File: src/rtl/uart_send_pkg.sv
// Shared UART definitions: line-state encoding and bit-period derivation,
// common to the transmitter and the matching receiver.
package uart_send_pkg;

  // Frame phase of the serial line, 2-bit encoding shared with uart_recv
  typedef enum logic [1:0] {
    ST_IDLE  = 2'd0,
    ST_START = 2'd1,
    ST_SEND  = 2'd2,
    ST_STOP  = 2'd3
  } uart_state_t;

  // Data bits per frame (8N1)
  localparam int DATA_BITS = 8;

  // Clock cycles per bit period; integer division, must come out >= 2
  function automatic int calc_cyc_bit(input int clk_freq, input int baud_rate);
    return clk_freq / baud_rate;
  endfunction

endpackage

File: src/rtl/uart_tx_fifo.sv
// Small synchronous FIFO feeding the UART transmitter. The head entry is read
// combinationally so the FSM can load it into its shift register on the same
// cycle it pops. Writes while full are dropped, even if a pop happens then.
module uart_tx_fifo #(
  parameter int DEPTH = 4,
  parameter int WIDTH = 8
) (
  input  logic             clk,
  input  logic             rst,
  input  logic             push,
  input  logic [WIDTH-1:0] din,
  input  logic             pop,
  output logic [WIDTH-1:0] dout,
  output logic             full,
  output logic             empty
);

  localparam int PTR_W = $clog2(DEPTH);
  localparam int CNT_W = PTR_W + 1;
  localparam logic [CNT_W-1:0] CNT_FULL = CNT_W'(DEPTH);

  logic [WIDTH-1:0] mem [DEPTH];
  logic [PTR_W-1:0] wr_ptr_reg;
  logic [PTR_W-1:0] rd_ptr_reg;
  logic [CNT_W-1:0] count_reg;
  logic             push_ok;
  logic             pop_ok;

  assign full    = (count_reg == CNT_FULL);
  assign empty   = (count_reg == '0);
  assign push_ok = push && !full;
  assign pop_ok  = pop && !empty;
  assign dout    = mem[rd_ptr_reg];

  // Storage write; no reset needed, occupancy is tracked by the count
  always_ff @(posedge clk) begin
    if (push_ok) begin
      mem[wr_ptr_reg] <= din;
    end
  end

  // Pointers wrap naturally since DEPTH is a power of two
  always_ff @(posedge clk) begin
    if (rst) begin
      wr_ptr_reg <= '0;
      rd_ptr_reg <= '0;
      count_reg  <= '0;
    end else begin
      if (push_ok) begin
        wr_ptr_reg <= wr_ptr_reg + PTR_W'(1);
      end
      if (pop_ok) begin
        rd_ptr_reg <= rd_ptr_reg + PTR_W'(1);
      end
      case ({push_ok, pop_ok})
        2'b10:   count_reg <= count_reg + CNT_W'(1);
        2'b01:   count_reg <= count_reg - CNT_W'(1);
        default: count_reg <= count_reg;
      endcase
    end
  end

endmodule

File: src/rtl/uart_send.sv
// UART transmitter, 8N1, LSB first. Bytes are queued through wr_en/wr_data
// and serialised on dout; queued frames follow each other with no idle gap.
module uart_send
  import uart_send_pkg::*;
#(
  parameter int CLK_FREQ   = 100_000_000,
  parameter int BAUD_RATE  = 9600,
  parameter int FIFO_DEPTH = 4
) (
  input  logic       clk,
  input  logic       rst,
  input  logic       wr_en,
  input  logic [7:0] wr_data,
  output logic       full,
  output logic       busy,
  output logic       done,
  output logic       dout
);

  localparam int CYC_BIT = calc_cyc_bit(CLK_FREQ, BAUD_RATE);
  localparam int CNT_W   = (CYC_BIT > 1) ? $clog2(CYC_BIT) : 1;
  localparam logic [CNT_W-1:0] CYC_LAST = CNT_W'(CYC_BIT - 1);
  // done is registered, so it is scheduled one cycle ahead of the last stop cycle
  localparam logic [CNT_W-1:0] CYC_PRE  = CNT_W'(CYC_BIT - 2);
  localparam logic [2:0]       BIT_LAST = 3'(DATA_BITS - 1);

  uart_state_t      state_reg;
  logic [CNT_W-1:0] cyc_cnt_reg;
  logic [2:0]       bit_cnt_reg;
  logic [7:0]       data_reg;
  logic             dout_reg;
  logic             done_reg;

  logic             fifo_empty;
  logic [7:0]       fifo_head;
  logic             pop;
  logic             bit_end;

  assign bit_end = (cyc_cnt_reg == CYC_LAST);
  // Pop when idle or at the very end of a stop bit, so frames chain directly
  assign pop  = !fifo_empty &&
                ((state_reg == ST_IDLE) || ((state_reg == ST_STOP) && bit_end));
  assign busy = (state_reg != ST_IDLE) || !fifo_empty;
  assign dout = dout_reg;
  assign done = done_reg;

  uart_tx_fifo #(
    .DEPTH (FIFO_DEPTH),
    .WIDTH (8)
  ) u_fifo (
    .clk   (clk),
    .rst   (rst),
    .push  (wr_en),
    .din   (wr_data),
    .pop   (pop),
    .dout  (fifo_head),
    .full  (full),
    .empty (fifo_empty)
  );

  // Frame sequencer: baud timing, bit shifting and registered line/done outputs
  always_ff @(posedge clk) begin
    if (rst) begin
      state_reg   <= ST_IDLE;
      cyc_cnt_reg <= '0;
      bit_cnt_reg <= '0;
      data_reg    <= '0;
      dout_reg    <= 1'b1;
      done_reg    <= 1'b0;
    end else begin
      done_reg <= 1'b0;
      case (state_reg)
        ST_IDLE: begin
          dout_reg    <= 1'b1;
          cyc_cnt_reg <= '0;
          if (!fifo_empty) begin
            data_reg  <= fifo_head;
            dout_reg  <= 1'b0;
            state_reg <= ST_START;
          end
        end

        ST_START: begin
          if (bit_end) begin
            cyc_cnt_reg <= '0;
            bit_cnt_reg <= '0;
            dout_reg    <= data_reg[0];
            data_reg    <= {1'b0, data_reg[7:1]};
            state_reg   <= ST_SEND;
          end else begin
            cyc_cnt_reg <= cyc_cnt_reg + CNT_W'(1);
          end
        end

        ST_SEND: begin
          if (bit_end) begin
            cyc_cnt_reg <= '0;
            if (bit_cnt_reg == BIT_LAST) begin
              dout_reg  <= 1'b1;
              state_reg <= ST_STOP;
            end else begin
              bit_cnt_reg <= bit_cnt_reg + 3'd1;
              dout_reg    <= data_reg[0];
              data_reg    <= {1'b0, data_reg[7:1]};
            end
          end else begin
            cyc_cnt_reg <= cyc_cnt_reg + CNT_W'(1);
          end
        end

        ST_STOP: begin
          if (cyc_cnt_reg == CYC_PRE) begin
            done_reg <= 1'b1;
          end
          if (bit_end) begin
            cyc_cnt_reg <= '0;
            if (!fifo_empty) begin
              data_reg  <= fifo_head;
              dout_reg  <= 1'b0;
              state_reg <= ST_START;
            end else begin
              dout_reg  <= 1'b1;
              state_reg <= ST_IDLE;
            end
          end else begin
            cyc_cnt_reg <= cyc_cnt_reg + CNT_W'(1);
          end
        end

        default: begin
          dout_reg  <= 1'b1;
          state_reg <= ST_IDLE;
        end
      endcase
    end
  end

endmodule

File: config.mk
export PLATFORM = sky130hd
export DESIGN_NAME = uart_send
export DESIGN_NICKNAME = d
export VERILOG_FILES = /design/src/rtl/uart_send_pkg.sv /design/src/rtl/uart_tx_fifo.sv /design/src/rtl/uart_send.sv
export SDC_FILE = /design/constraint.sdc
export NUM_CORES = 1
export LEC_CHECK = 0
export CAP_MARGIN = 40
export CORE_AREA = 3 3 78 80
export DETAILED_ROUTE_END_ITERATION = 16
export DIE_AREA = 0 0 81 83
export PLACE_DENSITY = 0.76
export SLEW_MARGIN = 20
export SYNTH_ARGS = -nofsm -noshare
export SYNTH_HDL_FRONTEND = slang
export SYNTH_HIERARCHICAL = 1
export SYNTH_SLANG_ARGS = --single-unit
export TNS_END_PERCENT = 20
File: constraint.sdc
create_clock -name clk -period 2.8 [get_ports clk]
set_input_delay 0.56 -clock clk [delete_from_list [all_inputs] [get_ports clk]]
set_output_delay 0.56 -clock clk [all_outputs]
set_load 0.02 [all_outputs]
== Word level (Yosys, flattened, before mapping) ==
Memory sizes are Yosys's and may differ from the RTL's. A register that Yosys moved wholly into a read port is not among the register bits.
Cells that the tools add are included.

* Bitwise logic cells: 1
* Reduce and logical (&&, ||, !) cells: 19
* Equal/unequal tests: 15
* Mux-type cells: 31
* Add/sub/neg operators: 6

{| class="wikitable"
|+ Operators by type and width
! cell !! count
|-
| 2-to-1 mux 8 bit || 5
|-
| one-hot mux 8 bit (4 select lines) || 1
|-
| equality test 14 bit, second input constant || 2
|-
| one-hot mux 14 bit (2 select lines) || 1
|-
| adder 14 x 1 -> 14 bit, second input constant || 1
|-
| 2-to-1 mux 14 bit || 1
|-
| 2-to-1 mux 2 bit || 7
|-
| inequality test 2 bit, second input constant || 6
|-
| one-hot mux 3 bit (2 select lines) || 2
|-
| 2-to-1 mux 1 bit || 9
|-
| 2-to-1 mux 3 bit || 3
|-
| one-hot mux 2 bit (4 select lines) || 1
|-
| AND reduction 4 bit || 2
|-
| adder 3 x 1 -> 3 bit, second input constant || 2
|-
| equality test 2 bit, second input constant || 3
|-
| equality test 3 bit, second input constant || 2
|-
| nonzero test 2 bit || 3
|-
| AND reduction 5 bit || 1
|-
| adder 2 x 1 -> 2 bit, second input constant || 2
|-
| equality test 2 x 1 -> 1 bit, second input constant || 2
|-
| logical AND 1 bit || 4
|-
| one-hot mux 1 bit (4 select lines) || 1
|-
| zero test 3 bit || 1
|-
| AND reduction 3 bit || 1
|-
| other kinds (7) || 9
|}

* Register bits: 36
* Memories kept: 1
* Bits in writable memories: 32
* Input port bits: 11

{| class="wikitable"
|+ Memories
! name !! words !! bits a word !! rd ports !! clocked after memory_dff !! wr ports !! RTL line !! text
|-
| u_fifo.mem || 4 || 8 || 1 || 1 || 1 || uart_tx_fifo.sv:22 || <nowiki>logic [WIDTH-1:0] mem [DEPTH];</nowiki>
|}

== Logic depth before layout (Yosys ltp) ==
* Depth after elaboration: 7
* Depth in mapped cells: 13
* Mapped depth without buffers: 13

== Hierarchy ==
The synthesis kept the hierarchy.

{| class="wikitable"
|+ Modules (own cells, without submodules)
! module !! cells each !! times used !! area an instance (sq um) !! seq. area each (sq um)
|-
| uart_tx_fifo || 96 || 1 || 1635.3 || 1141.1
|-
| uart_send || 177 || 1 || 1579.0 || 580.6
|}

== Least setup slack after synthesis ==
No wires, ideal clock.

* Path type: reg-to-reg
* Start point: register cyc_cnt_reg[0]
* End point: register u_fifo.count_reg[2]
* Slack: 0.240 ns
* Data required time: 2.730 ns
* Arrival: 2.490 ns
* Cell stages (with the launch flop): 14
* Buffers on the path: 0
* Library setup time: 0.070 ns
* Path through: dfxtp_1 ha_1 and3_1 and4_1 a21oi_1 nor2_1 o31ai_2 inv_1 ha_1 inv_1 fa_1 xor2_1 or3_1 a21oi_1

* Longest elaborated chain between the ends: 7
* Elaborated cells on any way between the ends: 9
* Those cells by class: 3 x eq/ne; 1 x mux; 5 x reduce/logical

{| class="wikitable"
|+ Ends and longest elaborated chain
! element !! RTL line !! text
|-
| start, declared || uart_send.sv:28 || <nowiki>logic [CNT_W-1:0] cyc_cnt_reg;</nowiki>
|-
| start signal, assigned || uart_send.sv:91 || <nowiki>cyc_cnt_reg <= cyc_cnt_reg + CNT_W'(1);</nowiki>
|-
| start signal, assigned || uart_send.sv:107 || <nowiki>cyc_cnt_reg <= cyc_cnt_reg + CNT_W'(1);</nowiki>
|-
| start signal, assigned || uart_send.sv:126 || <nowiki>cyc_cnt_reg <= cyc_cnt_reg + CNT_W'(1);</nowiki>
|-
| equality test 14 bit (*) || uart_send.sv:39 || <nowiki>assign bit_end = (cyc_cnt_reg == CYC_LAST);</nowiki>
|-
| logical AND 1 bit (*) || uart_send.sv:42 || <nowiki>((state_reg == ST_IDLE) || ((state_reg == ST_STOP) && bit_end));</nowiki>
|-
| logical OR 1 bit (*) || uart_send.sv:42 ||
|-
| logical AND 1 bit (*) || uart_send.sv:41 || <nowiki>assign pop = !fifo_empty &&</nowiki>
|-
| named net pop || uart_send.sv:36 || <nowiki>logic pop;</nowiki>
|-
| logical AND 1 bit (*) || uart_tx_fifo.sv:32 || <nowiki>assign pop_ok = pop && !empty;</nowiki>
|-
| named net u_fifo.pop_ok || uart_tx_fifo.sv:27 || <nowiki>logic pop_ok;</nowiki>
|-
| equality test 2 x 1 -> 1 bit / equality test 2 bit (equally long branches) || uart_tx_fifo.sv:55 || <nowiki>case ({push_ok, pop_ok})</nowiki>
|-
| one-hot mux 3 bit (2 select lines) / nonzero test 2 bit (equally long branches) || n/a ||
|-
| end signal, assigned || uart_tx_fifo.sv:56 || <nowiki>2'b10: count_reg <= count_reg + CNT_W'(1);</nowiki>
|-
| end signal, assigned || uart_tx_fifo.sv:57 || <nowiki>2'b01: count_reg <= count_reg - CNT_W'(1);</nowiki>
|-
| end signal, assigned || uart_tx_fifo.sv:58 || <nowiki>default: count_reg <= count_reg;</nowiki>
|-
| end, declared || uart_tx_fifo.sv:25 || <nowiki>logic [CNT_W-1:0] count_reg;</nowiki>
|}

Mark *: on every way through the listed nets, which the timed path passes. The rest lies on a longest branch.
A chain may end at the register's enable or synchronous reset.

== Worst setup path after layout ==
* Start point: register cyc_cnt_reg[6]
* End point: register u_fifo.count_reg[2]

Same word-level chain as after synthesis.

==> results.txt <==
outcome - finished, final reports clean
die extent in y - 83 microns
Mapped Cells - 273
drt drc - 0
Seq/Total Area, Yosys - 0.536
Ys Warns - 6
vias in the first global route - 2091
Tcrit/Tclk final - 0.959
Setup crit start kind - flip-flop
Max-cap violations - 0
grt ovf - 0
antenna fix cells - 0
clk slew on worst S/H paths - 0.08 ns
pin count of the biggest net entering global routing - 16
Reg area - 1740 sq um
row count - 27
Leak Pwr - 1.26 nW
Clk Latency, worst-skew pair - 0.34 ns
Max Root-Sink Buffers - 2
critical path cell sequence - nor4bb_4 -> and4_1 -> a21oi_1 -> nor2_1 -> o31ai_2 -> inv_1 -> ha_2 -> inv_1 -> fa_1 -> xor2_1 -> or3_1 -> a21oi_1
die area - 6720 sq um
multi-input logic area - 1360 sq um
NumNets Final - 323
Syn Nets - 299
Yosys reg bits - 70
Hold Path Class - reg -> reg
vias per cell - 5.61
initial antenna violation count - 0
ys flop type - dfxtp_1
Total Wirelength - 5600 microns
post-DP HPWL - 3790 microns
first-pass GRT wire length - 9550 microns
Critical-path top delay cell - dfxtp_4
Wirelength per Cell - 15.0 microns
CTS tree - done
Clock Tree Root - clkbuf_8
GR Util All Layers - 0.185
Chip Width - 81 microns
RePlAce Congestion - 0.767
Post-Syn Area - 3210 sq um
share of cells above drive strength 1 - 0.179
Rel. slew slack - 0.641
Worst Skew - 0.00943 ns
max FFs per register - 32
IO buf count - 14
Num Clock Sinks - 70
final number of setup-violating endpoints - 0
Yosys top cell area share - 0.299
crit path DAT - 2.96 ns
drt first-iter violations - 61
Critical Path Max Stage Delay - 0.37 ns
I/O pins - 15
hold violation total from the final report - 0
Distinct cells, synth - 45
H-tree levels - 3
Crit. End Element - flip-flop
area leader, netlist - edfxtp_1
Num CTS Buffers - 9
Max FO, Critical Path - 4
drt pass-1 iters - 4
hold slack - 0.464 ns
largest cells by area after synthesis - edfxtp_1 (30%), dfxtp_1 (24%), mux4_2 (5.6%)
maximum vdd ir drop - 0.566 mV
Core Area - 5470 sq um
FMAX - 0.373 GHz
worst setup path category - reg -> reg
Filler cells - 401
Initial Utilization - 0.587
Worst-Margin Slew - 0.537 ns
PwrDens - 892 nW/um^2
Slew Viols, Final - 0
async set-reset flop share out of synthesis - 0
antenna-violating nets left - 0
syn avg cell area - 11.8 sq um
Tot Pwr - 0.00328 W
DR vias - 2100
post-route minimum period - 2.68 ns
Critical Path RT - 3.08 ns
synthesis-to-layout area growth - 14.3%
number of synthesized flops with an enable pin - 32
## layer usage
metal | track usage | share of wire | vias up
met3 | 0.0629 | 0.052 | 12
met1 | 0.251 | 0.46 | 999
met2 | 0.265 | 0.47 | 48
li1 | - | - | 1041
met5 | 0 | 0 | -
met4 | 0.0906 | 0.020 | 0
## report_power, final
group	leakage (nW)	total [W]	switching [W]	internal (W)
clock network	0.0931	0.000764	0.000423	0.000341
logic	0.563	0.00116	0.000626	0.000538
registers	0.607	0.00135	0.000132	0.00122
## worst max-delay path, delay by kind of cell, from the launching register on
family                     cells  cell delay (ns)
xor gates and xnor gates       1             0.16
AOI/OAI and AO/OA              3             0.33
DFF                            1             0.37
adders and majority gates      2             0.54
buffers and inverters          2             0.13
and+or+nand+nor                4             1.11
## cell families after synthesis
group,after synthesis,synth area share
AND/OR/NAND/NOR,78,0.133
multiplexers,17,0.0868
flip-flops,70,0.536
AO/OA/AOI/OAI,44,0.0973
XOR/XNOR,15,0.0409
adder cells (fa/ha/maj),15,0.0607
buffers and inverters,34,0.0459
## final timing paths
check / start / to / slack [ns] / cells past startpoint
setup / recovery: cyc_cnt_reg[6]$_SDFF_PP0_ / u_fifo/count_reg[2]$_SDFFE_PP0P_ / 0.12 / 12
hold / removal: cyc_cnt_reg[0]$_SDFF_PP0_ / cyc_cnt_reg[0]$_SDFF_PP0_ / 0.46 / 1
setup reg to reg: cyc_cnt_reg[6]$_SDFF_PP0_ / u_fifo/count_reg[2]$_SDFFE_PP0P_ / 0.12 / 12
hold reg to reg: cyc_cnt_reg[0]$_SDFF_PP0_ / cyc_cnt_reg[0]$_SDFF_PP0_ / 0.46 / 1
## Yosys cell counts, drive strengths merged (2+ instances only)
library cell	instances
a211o	2
a211oi	16
a21oi	7
a31oi	2
and2	4
buf	8
clkbuf	3
dfxtp	38
edfxtp	32
ha	14
inv	22
mux2	7
mux2i	2
mux4	8
nand2	12
nand2b	4
nand3	7
nand4	3
nor2	26
nor3	5
nor4	5
o211ai	4
o21a	2
o21ai	5
o41ai	2
or3	5
xnor2	11
xor2	4
## layout make-up
cell class,instances,area share
multi-input cells,169,0.370
inverters,23,0.0235
well taps,72,0.0245
repair buffers,24,0.0586
clock inverters,7,0.0170
flip-flops and latches,70,0.472
clock buffers,9,0.0337
## stage by stage
step / std cells / cell area (sq um) / worst slack (ns) / TNS, ns / util
floorplan: 273 / 3210 / 0.240 / 0 / -
global placement: 353 / 3420 / 0.214 / 0 / 0.625
detailed placement: 353 / 3420 / 0.0778 / 0 / 0.625
CTS: 369 / 3610 / 0.0576 / 0 / 0.659
global route: 374 / 3670 / -0.0179 / -0.0179 / 0.671
finish: 374 / 3670 / 0.116 / 0 / 0.671
## timing repair
action                                  4_1_cts  5_1_grt
hold endpoints to repair                      0        0
buffers inserted                              0        5
endpoints found under the setup margin        0        1
hold buffers                                  0        0
resized for setup                             0       11
## cell usage in the layout, fill, tap and decap left out, types with 3 or more instances in the layout
master,n
xnor2_1,11
nand2_1,12
mux2_2,7
buf_4,10
o21ai_0,5
and2_1,4
or3_1,5
clkdlybuf4s50_1,14
a21oi_1,7
a211oi_1,16
nor2_1,26
inv_1,22
nand3_1,7
dfxtp_1,33
mux4_2,8
inv_6,4
clkbuf_8,9
dfxtp_4,3
nor4_1,5
xor2_1,4
o211ai_1,4
nor3_1,4
edfxtp_1,32
nand2b_1,4
ha_1,12
Note: power is estimated with default switching activity, not from simulation.
